$ cat src/rtl/branch_pred_ctrl.sv
// branch_pred_ctrl
// Sequencing controller for a 2-bit saturating-counter branch predictor.
// It owns a PC-indexed counter table and arbitrates the fetch-stage lookup
// against the EX-stage update. It keeps in-flight predictions in an ordered
// queue, compares each resolution with its stored prediction, and raises a
// registered mispredict/flush pulse when they differ.
//
// Optional feature macro: BP_BYPASS_EN
//   Defined   : a lookup that hits the index being updated in the same cycle
//               sees the post-update counter value.
//   Undefined : that lookup sees the pre-update value.
//
// Ports:
//   clk, reset              rising-edge clock, asynchronous active-high reset
//   fetch_valid/is_branch/pc fetch-stage instruction presentation
//   fetch_ready              queue not full (from registered count only)
//   pred_valid/pred_taken    registered prediction for last cycle's accept
//   res_valid/res_taken      EX resolution of the oldest in-flight branch
//   mispredict/_taken        registered one-cycle pulse plus actual direction
//   q_count                  in-flight entries, 0..Q_DEPTH
//   err_underflow            sticky: resolution seen with an empty queue
module branch_pred_ctrl #(
  parameter int PC_W    = 32,
  parameter int IDX_W   = 4,
  parameter int Q_DEPTH = 4,
  parameter int Q_AW    = 2
) (
  input  logic            clk,
  input  logic            reset,
  input  logic            fetch_valid,
  input  logic            fetch_is_branch,
  input  logic [PC_W-1:0] fetch_pc,
  output logic            fetch_ready,
  output logic            pred_valid,
  output logic            pred_taken,
  input  logic            res_valid,
  input  logic            res_taken,
  output logic            mispredict,
  output logic            mispredict_taken,
  output logic [Q_AW:0]   q_count,
  output logic            err_underflow
);

  localparam int            TBL_N  = 2 ** IDX_W;
  localparam logic [Q_AW:0] Q_FULL = Q_DEPTH[Q_AW:0];
  localparam logic [Q_AW:0] Q_ZERO = {(Q_AW+1){1'b0}};
  localparam logic [Q_AW:0] Q_ONE  = {{Q_AW{1'b0}}, 1'b1};
  localparam logic [Q_AW-1:0] PTR_ONE = {{(Q_AW-1){1'b0}}, 1'b1};

  // Saturating 2-bit counter step: taken counts up to 11, not-taken down to 00.
  function automatic logic [1:0] sat_update(input logic [1:0] ctr, input logic taken);
    logic [1:0] nxt;
    if (taken) begin
      if (ctr == 2'b11) nxt = 2'b11;
      else              nxt = ctr + 2'b01;
    end else begin
      if (ctr == 2'b00) nxt = 2'b00;
      else              nxt = ctr - 2'b01;
    end
    return nxt;
  endfunction

  logic [1:0]       tbl_q    [TBL_N];
  logic [1:0]       tbl_d    [TBL_N];
  logic [IDX_W-1:0] q_idx_q  [Q_DEPTH];
  logic [IDX_W-1:0] q_idx_d  [Q_DEPTH];
  logic             q_pred_q [Q_DEPTH];
  logic             q_pred_d [Q_DEPTH];
  logic [Q_AW-1:0]  head_q, head_d, tail_q, tail_d;
  logic [Q_AW:0]    count_q, count_d;
  logic             pred_valid_q, pred_valid_d;
  logic             pred_taken_q, pred_taken_d;
  logic             mispredict_q, mispredict_d;
  logic             mispredict_taken_q, mispredict_taken_d;
  logic             err_underflow_q, err_underflow_d;

  logic             resolve_s, flush_now_s, accept_s, predict_s, head_pred_s;
  logic [IDX_W-1:0] head_idx_s, lkp_idx_s;
  logic [1:0]       upd_ctr_s, lkp_ctr_s;
  logic             pc_unused_s;

  // Only the word-aligned index bits of the PC select a counter.
  assign pc_unused_s = ^{fetch_pc[PC_W-1:IDX_W+2], fetch_pc[1:0]};

  assign fetch_ready      = (count_q != Q_FULL);
  assign pred_valid       = pred_valid_q;
  assign pred_taken       = pred_taken_q;
  assign mispredict       = mispredict_q;
  assign mispredict_taken = mispredict_taken_q;
  assign q_count          = count_q;
  assign err_underflow    = err_underflow_q;

  // Arbitration: resolve/flush/accept decisions and the table lookup value.
  always_comb begin
    head_idx_s  = q_idx_q[head_q];
    head_pred_s = q_pred_q[head_q];
    resolve_s   = res_valid & (count_q != Q_ZERO);
    flush_now_s = resolve_s & (res_taken != head_pred_s);
    // A mispredict flushes the wrong-path fetch presented in the same cycle.
    accept_s    = fetch_valid & fetch_is_branch & fetch_ready & ~flush_now_s;
    lkp_idx_s   = fetch_pc[IDX_W+1:2];
    upd_ctr_s   = sat_update(tbl_q[head_idx_s], res_taken);
`ifdef BP_BYPASS_EN
    if (resolve_s && (head_idx_s == lkp_idx_s)) lkp_ctr_s = upd_ctr_s;
    else                                        lkp_ctr_s = tbl_q[lkp_idx_s];
`else
    lkp_ctr_s   = tbl_q[lkp_idx_s];
`endif
    predict_s   = lkp_ctr_s[1];
  end

  // Next-state: table write, queue push/pop/flush and registered outputs.
  always_comb begin
    tbl_d    = tbl_q;
    q_idx_d  = q_idx_q;
    q_pred_d = q_pred_q;
    if (resolve_s) tbl_d[head_idx_s] = upd_ctr_s;
    else           tbl_d = tbl_q;
    if (accept_s) begin
      q_idx_d[tail_q]  = lkp_idx_s;
      q_pred_d[tail_q] = predict_s;
    end else begin
      q_idx_d  = q_idx_q;
      q_pred_d = q_pred_q;
    end
    if (flush_now_s) begin
      head_d  = {Q_AW{1'b0}};
      tail_d  = {Q_AW{1'b0}};
      count_d = Q_ZERO;
    end else begin
      head_d = resolve_s ? head_q + PTR_ONE : head_q;
      tail_d = accept_s  ? tail_q + PTR_ONE : tail_q;
      case ({accept_s, resolve_s})
        2'b10:   count_d = count_q + Q_ONE;
        2'b01:   count_d = count_q - Q_ONE;
        default: count_d = count_q;
      endcase
    end
    pred_valid_d       = accept_s;
    pred_taken_d       = accept_s ? predict_s : pred_taken_q;
    mispredict_d       = flush_now_s;
    mispredict_taken_d = resolve_s ? res_taken : mispredict_taken_q;
    err_underflow_d    = err_underflow_q | (res_valid & (count_q == Q_ZERO));
  end

  // State registers; reset restores every counter to weak not-taken.
  always_ff @(posedge clk or posedge reset) begin
    if (reset) begin
      for (int i = 0; i < TBL_N; i++) tbl_q[i] <= 2'b01;
      for (int j = 0; j < Q_DEPTH; j++) begin
        q_idx_q[j]  <= {IDX_W{1'b0}};
        q_pred_q[j] <= 1'b0;
      end
      head_q             <= {Q_AW{1'b0}};
      tail_q             <= {Q_AW{1'b0}};
      count_q            <= Q_ZERO;
      pred_valid_q       <= 1'b0;
      pred_taken_q       <= 1'b0;
      mispredict_q       <= 1'b0;
      mispredict_taken_q <= 1'b0;
      err_underflow_q    <= 1'b0;
    end else begin
      tbl_q              <= tbl_d;
      q_idx_q            <= q_idx_d;
      q_pred_q           <= q_pred_d;
      head_q             <= head_d;
      tail_q             <= tail_d;
      count_q            <= count_d;
      pred_valid_q       <= pred_valid_d;
      pred_taken_q       <= pred_taken_d;
      mispredict_q       <= mispredict_d;
      mispredict_taken_q <= mispredict_taken_d;
      err_underflow_q    <= err_underflow_d;
    end
  end

endmodule
$ cat config.mk
export PLATFORM = sky130hd
export DESIGN_NAME = branch_pred_ctrl
export DESIGN_NICKNAME = d
export VERILOG_FILES = /design/src/rtl/branch_pred_ctrl.sv
export SDC_FILE = /design/constraint.sdc
export NUM_CORES = 1
export LEC_CHECK = 0
export CAP_MARGIN = 20
export CORE_MARGIN = 2
export CORE_UTILIZATION = 53
export DETAILED_ROUTE_END_ITERATION = 6
export DONT_BUFFER_PORTS = 1
export PLACE_DENSITY_LB_ADDON = 0.2
export SYNTH_ARGS = -nofsm -noshare
export SYNTH_HDL_FRONTEND = slang
export SYNTH_SLANG_ARGS = --single-unit
$ cat constraint.sdc
create_clock -name clk -period 2.6 [get_ports clk]
set_input_delay 0.39 -clock clk [delete_from_list [all_inputs] [get_ports clk]]
set_output_delay 0.39 -clock clk [all_outputs]
set_load 0.1 [all_outputs]
---- Word-level counts from Yosys, hierarchy flattened ----
Index checks and enable logic that the tools add are counted.
storage, ports and cells
  register bits after elaboration ......... 64
  input port bits ......................... 38
  output and inout bits ................... 9
  logic and storage cells ................. 99
operators by class
  $add $sub $neg .......................... 6
  $lt $le $gt $ge ......................... 6
  equal/unequal tests ..................... 5
  mux-type cells .......................... 30
  bitwise gates (word level) .............. 12
  reduce and logical (&&, ||, !) cells .... 8
operator list
  kind                                                       number
  bitwise mux 32 bit                                         1
  2-to-1 mux 2 bit                                           12
  binary-select mux 2 bit (select 4 bit)                     2
  bitwise mux 16 bit                                         1
  2-to-1 mux 4 bit                                           3
  greater-or-equal comparator 5 bit (second input constant)  2
  NOT 4 -> 5 bit                                             2
  binary-select mux 4 bit (select 2 bit)                     1
  demux 2 bit (select 4 bit)                                 1
  demux 4 bit (select 2 bit)                                 1
  adder 2 x 1 -> 2 bit (second input constant)               3
  bitwise AND 1 bit                                          6
  greater-or-equal comparator 3 bit (second input constant)  2
  NOT 2 -> 3 bit                                             2
  case mux 3 bit (2 select lines)                            1
  nonzero test 3 bit                                         2
  < comparator 5 x 1 -> 1 bit (second input constant)        1
  bitwise mux 4 bit                                          1
  == test 2 bit (second input constant)                      2
  nonzero test 2 bit                                         2
  adder 3 x 1 -> 3 bit (second input constant)               1
  logical NOT 3 bit                                          1
  < comparator 3 x 1 -> 1 bit (second input constant)        1
  2-to-1 mux 1 bit                                           3
  other kinds (12)                                           13

---- Depth between registers and ports, before layout ----
Gate-level depths: netlist of the first run.
  depth in word-level cells ............... 12
  mapped depth ............................ 10
  gate-level depth less buffers ........... 9

---- Least setup slack after synthesis of the first run ----
Ideal clock, no wire load.
  path kind ............................... flip-flop to flip-flop
  start point ............................. reg count_q[0] (netlist: q_count[0])
  end point ............................... reg count_q[2] (netlist: q_count[2])
  library setup time ...................... 148 ps
  data arrival time ....................... 2903 ps
  data required time ...................... 2452 ps
  setup slack ............................. -451 ps
  stages on the path, launching flop included .. 9
  path buffers ............................ 0
  period minus slack after synthesis ...... 3051 ps
  cells stage by stage .................... dfrtp_1 or3b_2 nand3_1 nor2_2 nor2_1 fa_1 a211o_1 nand2_1 o32ai_1
on the way
  elaborated cells between the ends (all ways) .. 14
  those cells by class .................... 2 x add/sub; 3 x eq/ne; 2 x mux; 5 x bitwise; 2 x reduce/logical
RTL lines
  what                                                            line  RTL
  from (decl)                                                     70    logic [Q_AW:0] count_q, count_d;
  from (signal assigned)                                          168   count_q <= count_d;
  != test 3 bit (*)                                               85    assign fetch_ready = (count_q != Q_FULL);
  net fetch_ready                                                 33    output logic fetch_ready,
  bitwise AND 1 bit (*) (2 in series)                             100   accept_s = fetch_valid & fetch_is_branch & fetch_ready & ~flush_now_s;
  net accept_s                                                    77    logic resolve_s, flush_now_s, accept_s, predict_s, head_pred_s;
  == test 2 x 1 -> 1 bit / == test 2 bit (equally long branches)  133   case ({accept_s, resolve_s})
  case mux 3 bit (2 select lines)                                 133
  2-to-1 mux 3 bit                                                126   if (flush_now_s) begin
The timed path passes the listed nets; every way through them passes the cells marked *.
A chain may end at the register's enable or synchronous reset.

---- Final worst setup path of the first run ----
  start point ............................. reg head_q[0]
  end point ............................... reg tbl_q[25] in the netlist's numbering
on the way
  word-level cells in the longest chain between the ends .. 12
  elaborated cells between the ends (all ways) .. 21
  those cells by class .................... 2 x add/sub; 2 x order compare; 1 x eq/ne; 12 x mux; 2 x bitwise; 2 x reduce/logical
RTL lines
  what                                                      line      RTL
  from (decl)                                               69        logic [Q_AW-1:0] head_q, head_d, tail_q, tail_d;
  from (signal assigned)                                    154       head_q <= {Q_AW{1'b0}};
  NOT 2 -> 3 bit (not written as such) (*)                  95        head_idx_s = q_idx_q[head_q];
  binary-select mux 4 bit (select 2 bit) (*)                95
  2-to-1 mux 4 bit (not written as such) (*) (2 in series)  95
  NOT 4 -> 5 bit (not written as such) (*)                  102, 117
  binary-select mux 2 bit (select 4 bit)                    102       upd_ctr_s = sat_update(tbl_q[head_idx_s], res_taken);
  2-to-1 mux 2 bit (not written as such) (2 in series)      102
  subtractor 2 x 1 -> 2 bit (tied with other cells)         58        else nxt = ctr - 2'b01;
  2-to-1 mux 2 bit, on equally long branches                57, 54
  2-to-1 mux 2 bit                                          53        if (taken) begin
  bitwise mux 32 bit (*)                                    117       if (resolve_s) tbl_d[head_idx_s] = upd_ctr_s;
  to (signal assigned)                                      163       tbl_q <= tbl_d;
  to (decl)                                                 63        logic [1:0] tbl_q [TBL_N];
Every way passes the cells marked *; elsewhere a longest branch is shown, timed or not. The select of a mux whose other input is x is not followed.

==> reports/qor.txt, run 1 <==
Outcome -> finished, violations left
Failing checks -> setup timing
Chip height -> 83.7 um
Dpl cells -> 381
Mux share of post-synthesis cell area -> 18.1%
Die area -> 7000 um2
Slew Viols, Final -> 0
Post-synthesis adder-cell area fraction -> 2.08%
FP Rows -> 29
CTS tree -> yes
Share of cells above drive strength 1 -> 41.2%
Clk buf depth -> 2
GPL Wtd Cong -> 0.886
Cell chain of the critical path -> buf_4, mux4_2, nand2_1, o22a_1, buf_4, a21boi_4, o32ai_4, clkbuf_16, a31oi_1
Final worst-path setup slack -> -0.0799 ns
Synthesized cell area -> 3360 um2
CP max stage delay -> 0.57 ns
Flops & latches, synth -> 64
Synthesis-to-finish area growth -> 24.2%
Clk Latency, worst-skew pair -> 0.34 ns
Reg-to-reg setup timing slack -> -0.08 ns
Setup Skew -> 0.00969 ns
DR iter-0 viols -> 166
Post-synthesis simple-gate area fraction -> 13.2%
Ys async rst share -> 100%
RSZ-0062 raised after global routing -> true
I/O Pins -> 47
Setup crit end kind -> flop
First-pass GRT wire length -> 12200 um
Main combinational cell family by area after synthesis -> multiplexers
Synth Area in Compound Gates -> 13.0%
Pre-CTS WS -> -0.180 ns
Startpoint class of the critical path -> flop
Drt pass-1 iters -> 4
WL per Instance -> 20.0 um
Total GRT Usage -> 22.5%
Clock transition at path regs -> 0.07 ns
Post-synth EDFFs -> 0
CTS sink cnt -> 64
Initial Util -> 53.9%
Register area -> 1630 um2
Crit-path max FO -> 6
DP HPWL -> 5140 um
Largest net degree at the start of global routing -> 34
CORE AREA -> 6240 um2
Cells after synthesis -> 294
Final min period -> 2.68 ns
Multi-input gate area -> 1890 um2
Initial antenna violation count -> 0
Post-synth cell types -> 46
Final hold viol count -> 0
# setup viols final -> 16
Max cap viols -> 0
Root Driver -> clkbuf_8
Routed Antenna Nets -> 0
DR DRC count -> 0
Worst Max-Slew Pin Slew -> 0.895 ns
WL final -> 8120 um
N_diodes -> 0
Relative slew slack -> 40.3%
CTS H-tree depth -> 3
Net count after synthesis -> 337
Yosys Warn Count -> 0
Period utilization -> 103%
Post-synthesis xor/xnor area fraction -> 1.30%
Vias in the first global route -> 2403
Top_reg_cell synth -> dfrtp_1
Critical path arrival -> 2.89 ns
CP Class -> reg2reg
Fillers -> 465
Grt ovf -> 0
Total CTS buffers -> 9
Die width -> 83.7 um
CP dominant cell by count -> buf_4
Syn Area/Cell -> 11.4 um2
Nets -> 368
Total placed instance area -> 3560 um2
Post-route cell area -> 4180 um2
Vias -> 2475
Fmax -> 373 MHz
Hold Path Class -> in2reg
Post-route insts no fill -> 407
Vias per cell -> 6.08
Crit-path slowest cell -> mux4_2
WP data required -> 2.81 ns
PortBufs -> 0
Sequential area share after synthesis -> 48.2%
==> cells in the final DEF, fill, tap and decap left out, types with 4 or more instances in the layout <==
master,netlist,final
mux4_2,10,10
dfrtp_1,48,44
a31oi_4,0,6
ha_1,4,4
a31oi_2,0,4
buf_6,6,4
dfrtp_2,0,4
dfstp_2,16,16
mux2i_4,0,4
nor2_1,55,54
clkbuf_8,0,10
a31oi_1,32,22
nand2_1,21,21
buf_4,1,24
mux2_2,13,13
mux2_1,13,10
==> layout make-up <==
class	count	share of cell area (%)
clock buffer	12	3.47
clock inverter	4	1.08
sequential	64	38.9
tap	77	2.30
inverter	4	0.359
timing repair buffer	35	8.62
multi-input combinational	211	45.3
==> sequential cells by signal, indices dropped and copies added, names as in the netlist, 2 cells and up <==
register / count
q_idx_q: 16
q_count: 3
tbl_q: 32
tail_q: 2
q_pred_q: 4
head_q: 2
==> kinds of logic after synthesis <==
group                    count (synthesis)
multiplexers                            45
buffers and inverters                   19
XOR/XNOR                                 5
AND/OR/NAND/NOR                         98
AO/OA/AOI/OAI                           58
adder cells (fa/ha/maj)                  5
flip-flops                              64
==> worst paths after layout <==
check	startpoint	cells after the start	end
max	head_q[0]$_DFFE_PP0P_	9	tbl_q[25]$_DFFE_PP0P_
min	res_valid	1	q_count[2]$_DFFE_PP0P_
max reg2reg	head_q[0]$_DFFE_PP0P_	9	tbl_q[25]$_DFFE_PP0P_
min reg2reg	q_idx_q[10]$_DFFE_PP0P_	1	q_idx_q[10]$_DFFE_PP0P_
max in group asynchronous	reset	3	tbl_q[8]$_DFFE_PP1P_
min in group asynchronous	reset	2	q_idx_q[14]$_DFFE_PP0P_
==> critical path: cells and delay by family (launching register included) <==
kind,cells,cell delay [ns]
AOI/OAI and AO/OA,4,0.80
and+or+nand+nor,1,0.26
muxes,1,0.57
DFF,1,0.43
buffers and inverters,3,0.50
==> metrics by stage <==
step / util [%] / hold WS, ns / TNS [ns]
after global routing: 67.0 / 0.137 / -2.19
after global placement: 57.1 / 0.212 / -2.30
after CTS: 60.8 / 0.138 / 0
after floorplan: - / 0.459 / 0
after detailed placement: 57.1 / 0.215 / -2.62
final: 67.0 / 0.150 / -0.780
==> timing repair <==
action,in CTS,in global routing
gates resized for setup,2,52
setup buffers,3,5
hold endpoints to repair,10,0
setup endpoints to repair,30,32
cloned,0,2
hold buffers,1,0
pin swaps,1,5
==> cells in the mapped netlist, types with 4 or more instances <==
master	count	area, um2
mux2i_1	9	90.1
mux4_2	10	225
mux2_1	13	146
dfrtp_1	48	1200
buf_6	6	67.6
inv_1	4	15.0
clkbuf_1	5	18.8
o22ai_1	4	25.0
nand2b_1	4	25.0
dfstp_2	16	420
nand2_1	21	78.8
mux2_2	13	146
ha_1	4	50.1
nor2_1	55	206
a31oi_1	32	200
==> metal layers <==
metal	track usage [%]	share of wire, %	vias to the layer above
li1	-	-	1138
met1	30.2	45	1255
met2	36.6	49	67
met3	3.66	4.2	15
met4	8.94	2.3	0
met5	0	0	-
Power of run 1 is left out: the tool's default activity adds up to more than one toggle a clock period on the data nets, which glitch-free logic cannot reach.
==> run 2: changes to the inputs <==
- CORE_ASPECT_RATIO: not set -> 0.9
- clock period: 2.6 -> 3.2 ns (I/O delays scaled with it)
==> reports/qor.txt, run 2 (synthesis gave the netlist of run 1 again) <==
Die width -> 88.0 um (was 83.7 um)
N_diodes -> 0 (unchanged)
CTS H-tree depth -> 3 (unchanged)
CP Class -> reg2reg (unchanged)
Commonest non-fill, non-tap cell in the layout -> nor2_1 (unchanged)
Vias per cell -> 5.70 (was 6.08)
# setup viols final -> 0 (was 16)
Cts hold-fix bufs -> 0 (was 1)
Buf/Inv on CP -> 1 (was 3)
Cell family with most CP delay -> multiplexers (was compound AO/OA/AOI/OAI gates)
Fmax -> 363 MHz (was 373 MHz)
Die area -> 7000 um2 (about the same)
Largest registers -> tbl_q (32), q_idx_q (16), q_pred_q (4) (unchanged)
Hold Path Class -> in2async (was in2reg)
Total CTS buffers -> 9 (unchanged)
Clk buf depth -> 2 (unchanged)
Total GRT Usage -> 23.0% (was 22.5%)
Post-CTS Setup Repair Bufs -> 0 (was 3)
Crit-path max FO -> 23 (was 6)
First-pass GRT wire length -> 11800 um (was 12200 um)
CP max stage delay -> 0.83 ns (was 0.57 ns)
Vias in the first global route -> 2217 (was 2403)
Initial Util -> 55.0% (was 53.9%)
Chip height -> 79.6 um (was 83.7 um)
WL final -> 6960 um (was 8120 um)
DR DRC count -> 0 (unchanged)
FP Rows -> 27 (was 29)
Outcome -> complete, no violations (was finished, violations left)
Cell chain of the critical path -> mux4_2, mux2i_1, o22a_1, and3_1, o32ai_4, buf_4, a31oi_1 (was buf_4, mux4_2, nand2_1, o22a_1, buf_4, a21boi_4, o32ai_4, clkbuf_16, a31oi_1)
PortBufs -> 0 (unchanged)
Setup Skew -> 0.00949 ns (was 0.00969 ns)
CTS sink cnt -> 64 (unchanged)
Relative slew slack -> 40.7% (was 40.3%)
Period utilization -> 86.0% (was 103%)
Max cap viols -> 0 (unchanged)
Final min period -> 2.75 ns (was 2.68 ns)
DR iter-0 viols -> 104 (was 166)
Root Driver -> clkbuf_8 (unchanged)
Synthesis-to-finish area growth -> 9.26% (was 24.2%)
Share of cells above drive strength 1 -> 26.2% (was 41.2%)
Commonest non-fill, non-tap cells in the layout -> nor2_1, dfrtp_1, a31oi_1 (was nor2_1, dfrtp_1, buf_4)
Routed Antenna Nets -> 0 (unchanged)
Setup crit end kind -> flop (unchanged)
WP data required -> 3.45 ns (was 2.81 ns)
Worst Max-Slew Pin Slew -> 0.890 ns (was 0.895 ns)
Crit-path slowest cell -> mux4_2 (unchanged)
Biggest register -> tbl_q (unchanged)
Clock transition at path regs -> 0.07 ns (about the same)
CTS tree -> yes (unchanged)
Critical path arrival -> 3.01 ns (was 2.89 ns)
Max reg flops -> 32 (unchanged)
Grt ovf -> 0 (unchanged)
WL per Instance -> 17.6 um (was 20.0 um)
I/O Pins -> 47 (unchanged)
GPL Wtd Cong -> 0.803 (was 0.886)
Final hold viol count -> 0 (unchanged)
Clk Latency, worst-skew pair -> 0.35 ns (was 0.34 ns)
DP HPWL -> 4900 um (was 5140 um)
Nets -> 347 (was 368)
CORE AREA -> 6110 um2 (was 6240 um2)
RSZ-0062 raised after global routing -> false (was true)
Largest net degree at the start of global routing -> 33 (was 34)
Vias -> 2258 (was 2475)
Post_cts resized -> 0 (was 2)
Setup TNS -> 0 ns (was -0.780 ns)
Startpoint class of the critical path -> flop (unchanged)
Drt pass-1 iters -> 4 (unchanged)
Initial antenna violation count -> 0 (unchanged)
Slew Viols, Final -> 0 (unchanged)
## run 2: changes by cell type in the layout (fill, tap and decap cells not counted), moves of 4 or more
cell     change
mux2i_4      -4
a31oi_2      -4
dfrtp_2      -4
buf_4       -11
mux2i_1      +6
a31oi_4      -6
buf_6        -4
a31oi_1     +10
dfrtp_1      +4
## run 2: cell type report
type                            instances  area [um2]
Fill cell                             492        2440
Sequential cell                        64        1620
Multi-Input combinational cell        211        1600
Clock buffer                           13         169
Timing Repair Buffer                   14         118
Tap cell                               87         109
Clock inverter                          3        40.0
Inverter                                4        15.0
## run 2: path summary, 6_finish.rpt
kind / from / end / slack (ns) / cells after the start
setup reg to reg: head_q[0]$_DFFE_PP0P_ / tbl_q[22]$_DFFE_PP1P_ / 0.45 / 7
max in group asynchronous: reset / tbl_q[12]$_DFFE_PP1P_ / 2.36 / 2
setup / recovery: head_q[0]$_DFFE_PP0P_ / tbl_q[22]$_DFFE_PP1P_ / 0.45 / 7
hold / removal: reset / q_idx_q[5]$_DFFE_PP0P_ / 0.09 / 1
hold reg to reg: q_idx_q[10]$_DFFE_PP0P_ / q_idx_q[10]$_DFFE_PP0P_ / 0.49 / 1
min in group clk: res_taken / mispredict_taken$_DFFE_PP0P_ / 0.24 / 2
## run 2: per-layer routing
metal	GRT usage (%)	share of wire (%)	vias to the layer above
met5	0	0	-
met4	8.46	1.5	0
li1	-	-	1093
met3	6.20	3.1	9
met1	34.0	50	1119
met2	32.2	45	37
## run 2: stage by stage
step	worst slack (ns)	std cells	util, %	cell area, um2	hold slack (ns)
detailed placement	0.479	380	56.7	3470	0.482
global placement	0.490	380	56.7	3470	0.470
global route	0.317	396	60.1	3680	0.142
CTS	0.449	396	60.1	3680	0.104
floorplan	0.149	294	-	3360	0.459
finish	0.448	396	60.1	3680	0.0922
Power of run 2 is left out for the same reason.
==> run 3: changes to the inputs <==
- CTS_BUF_LIST: not set -> sky130_fd_sc_hd__clkbuf_8 sky130_fd_sc_hd__clkbuf_16
- SETUP_SLACK_MARGIN: not set -> 0.5
- SKIP_LAST_GASP: not set -> 1
==> reports/qor.txt, run 3 (synthesis gave the netlist of run 1 again) <==
CP dominant cell by count -> buf_4
Clk Latency, worst-skew pair -> 0.36 ns (was 0.35 ns)
CTS H-tree depth -> 3 (unchanged)
Share of cells above drive strength 1 -> 30.3% (was 26.2%)
WL final -> 7690 um (was 6960 um)
Initial antenna violation count -> 0 (unchanged)
Commonest non-fill, non-tap cell in the layout -> nor2_1 (unchanged)
Worst Max-Slew Pin Slew -> 0.895 ns (was 0.890 ns)
Vias in the first global route -> 2379 (was 2217)
Vias -> 2399 (was 2258)
Routed Antenna Nets -> 0 (unchanged)
RSZ-0062 raised after global routing -> false (unchanged)
GPL Wtd Cong -> 0.856 (was 0.803)
DR DRC count -> 0 (unchanged)
Die width -> 88.0 um (unchanged)
DR iter-0 viols -> 202 (was 104)
Vias per cell -> 5.89 (was 5.70)
Fillers -> 484 (was 492)
I/O Pins -> 47 (unchanged)
Outcome -> complete, no violations (unchanged)
CTS tree -> yes (unchanged)
Grt ovf -> 0 (unchanged)
Fmax -> 378 MHz (was 363 MHz)
R2R depth -> 10 (was 7)
Largest net degree at the start of global routing -> 39 (was 33)
Chip height -> 79.6 um (unchanged)
Dpl cells -> 381 (was 380)
CP max stage delay -> 0.52 ns (was 0.83 ns)
Die area -> 7000 um2 (unchanged)
Multi-input gate area -> 1640 um2 (was 1600 um2)
Initial Util -> 55.0% (unchanged)
N_diodes -> 0 (unchanged)
Final min period -> 2.65 ns (was 2.75 ns)
Hold Path Class -> in2async (unchanged)
First-pass GRT wire length -> 12800 um (was 11800 um)
Setup crit end kind -> flop (unchanged)
CP Class -> reg2reg (unchanged)
Largest registers -> tbl_q (32), q_idx_q (16), q_pred_q (4) (unchanged)
FP Rows -> 27 (unchanged)
Crit-path max FO -> 9 (was 23)
Post-route insts no fill -> 407 (was 396)
Final hold viol count -> 0 (unchanged)
Grt peak-use layer -> met1 (unchanged)
Critical path arrival -> 2.91 ns (was 3.01 ns)
Synthesis-to-finish area growth -> 13.8% (was 9.26%)
Cts hold-fix bufs -> 0 (unchanged)
Clock transition at path regs -> 0.08 ns (was 0.07 ns)
Met3 Usage GRT -> 5.07% (was 6.20%)
Commonest non-fill, non-tap cells in the layout -> nor2_1, dfrtp_1, a31oi_1 (unchanged)
CORE AREA -> 6110 um2 (unchanged)
Total CTS buffers -> 9 (unchanged)
WL per Instance -> 18.9 um (was 17.6 um)
Nets -> 358 (was 347)
WP data required -> 3.47 ns (was 3.45 ns)
CTS sink cnt -> 64 (unchanged)
PortBufs -> 0 (unchanged)
Root Driver -> clkbuf_8 (unchanged)
Drt pass-1 iters -> 4 (unchanged)
Clk buf depth -> 2 (unchanged)
Period utilization -> 82.8% (was 86.0%)
Met1 Track Usage GR -> 36.7% (was 34.0%)
Register area -> 1630 um2 (was 1620 um2)
Setup TNS -> 0 ns (unchanged)
Met2 usage in global routing -> 36.3% (was 32.2%)
Setup Skew -> 0.0106 ns (was 0.00949 ns)
Cell chain of the critical path -> buf_4, mux4_2, buf_4, mux2_1, o22ai_1, nor3_2, buf_4, o32ai_4, buf_6, a31oi_1 (was mux4_2, mux2i_1, o22a_1, and3_1, o32ai_4, buf_4, a31oi_1)
Slew Viols, Final -> 0 (unchanged)
Crit-path slowest cell -> mux4_2 (unchanged)
# setup viols final -> 0 (unchanged)
Max cap viols -> 0 (unchanged)
Biggest register -> tbl_q (unchanged)
Post-route cell area -> 3830 um2 (was 3680 um2)
Relative slew slack -> 40.3% (was 40.7%)
DP HPWL -> 5000 um (was 4900 um)
Max reg flops -> 32 (unchanged)
Total placed instance area -> 3470 um2 (about the same)
Startpoint class of the critical path -> flop (unchanged)
Total GRT Usage -> 25.0% (was 23.0%)
==> run 3: per-stage QoR <==
step	utilization, %	hold WS (ns)	worst slack (ns)
2_1_floorplan	-	0.459	0.545
3_3_place_gp	56.7	0.470	0.473
3_5_place_dp	56.7	0.489	0.460
4_1_cts	61.1	0.158	0.517
5_1_grt	62.6	0.217	0.466
6_report	62.6	0.152	0.552
==> run 3: final timing paths <==
| check | from | slack, ns | endpoint |
|---|---|---|---|
| min reg2reg | tbl_q[2]$_DFFE_PP1P_ | 0.50 | tbl_q[2]$_DFFE_PP1P_ |
| min in group clk | res_valid | 0.23 | err_underflow$_DFF_PP0_ |
| max in group asynchronous | reset | 2.24 | tbl_q[10]$_DFFE_PP1P_ |
| max | head_q[0]$_DFFE_PP0P_ | 0.55 | tbl_q[12]$_DFFE_PP1P_ |
| max reg2reg | head_q[0]$_DFFE_PP0P_ | 0.55 | tbl_q[12]$_DFFE_PP1P_ |
| min | reset | 0.15 | q_idx_q[13]$_DFFE_PP0P_ |
==> run 3: final cells by class <==
class                   instances  area share (%)
flip-flops and latches         64            42.5
inverters                       4           0.392
repair buffers                 24            5.20
well taps                      87            2.84
multi-input cells             212            42.9
clock buffers                   9            3.24
clock inverters                 7            2.97
==> run 3: metal layers <==
layer,routed length [um],vias up,part of all wire (%)
met1,3630,1196,47
met2,3500,66,46
met3,394,18,5.1
li1,-,1119,-
met5,0,-,0
met4,167,0,2.2
==> run 3: worst max-delay path: cells and delay by family, from the launching register on <==
| kind | cells | cell delay [ns] |
|---|---|---|
| simple gates | 1 | 0.06 |
| flops | 1 | 0.44 |
| buf+inv | 4 | 0.71 |
| mux | 2 | 0.84 |
| compound gates | 3 | 0.50 |
==> run 3: repair_timing <==
| item | in CTS | in global routing |
|---|---|---|
| gates cloned | 1 | 1 |
| setup endpoints to repair | 25 | 25 |
| pin swaps | 0 | 3 |
| resized for setup | 2 | 12 |
| setup buffers | 0 | 8 |
Power of run 3 is left out for the same reason.
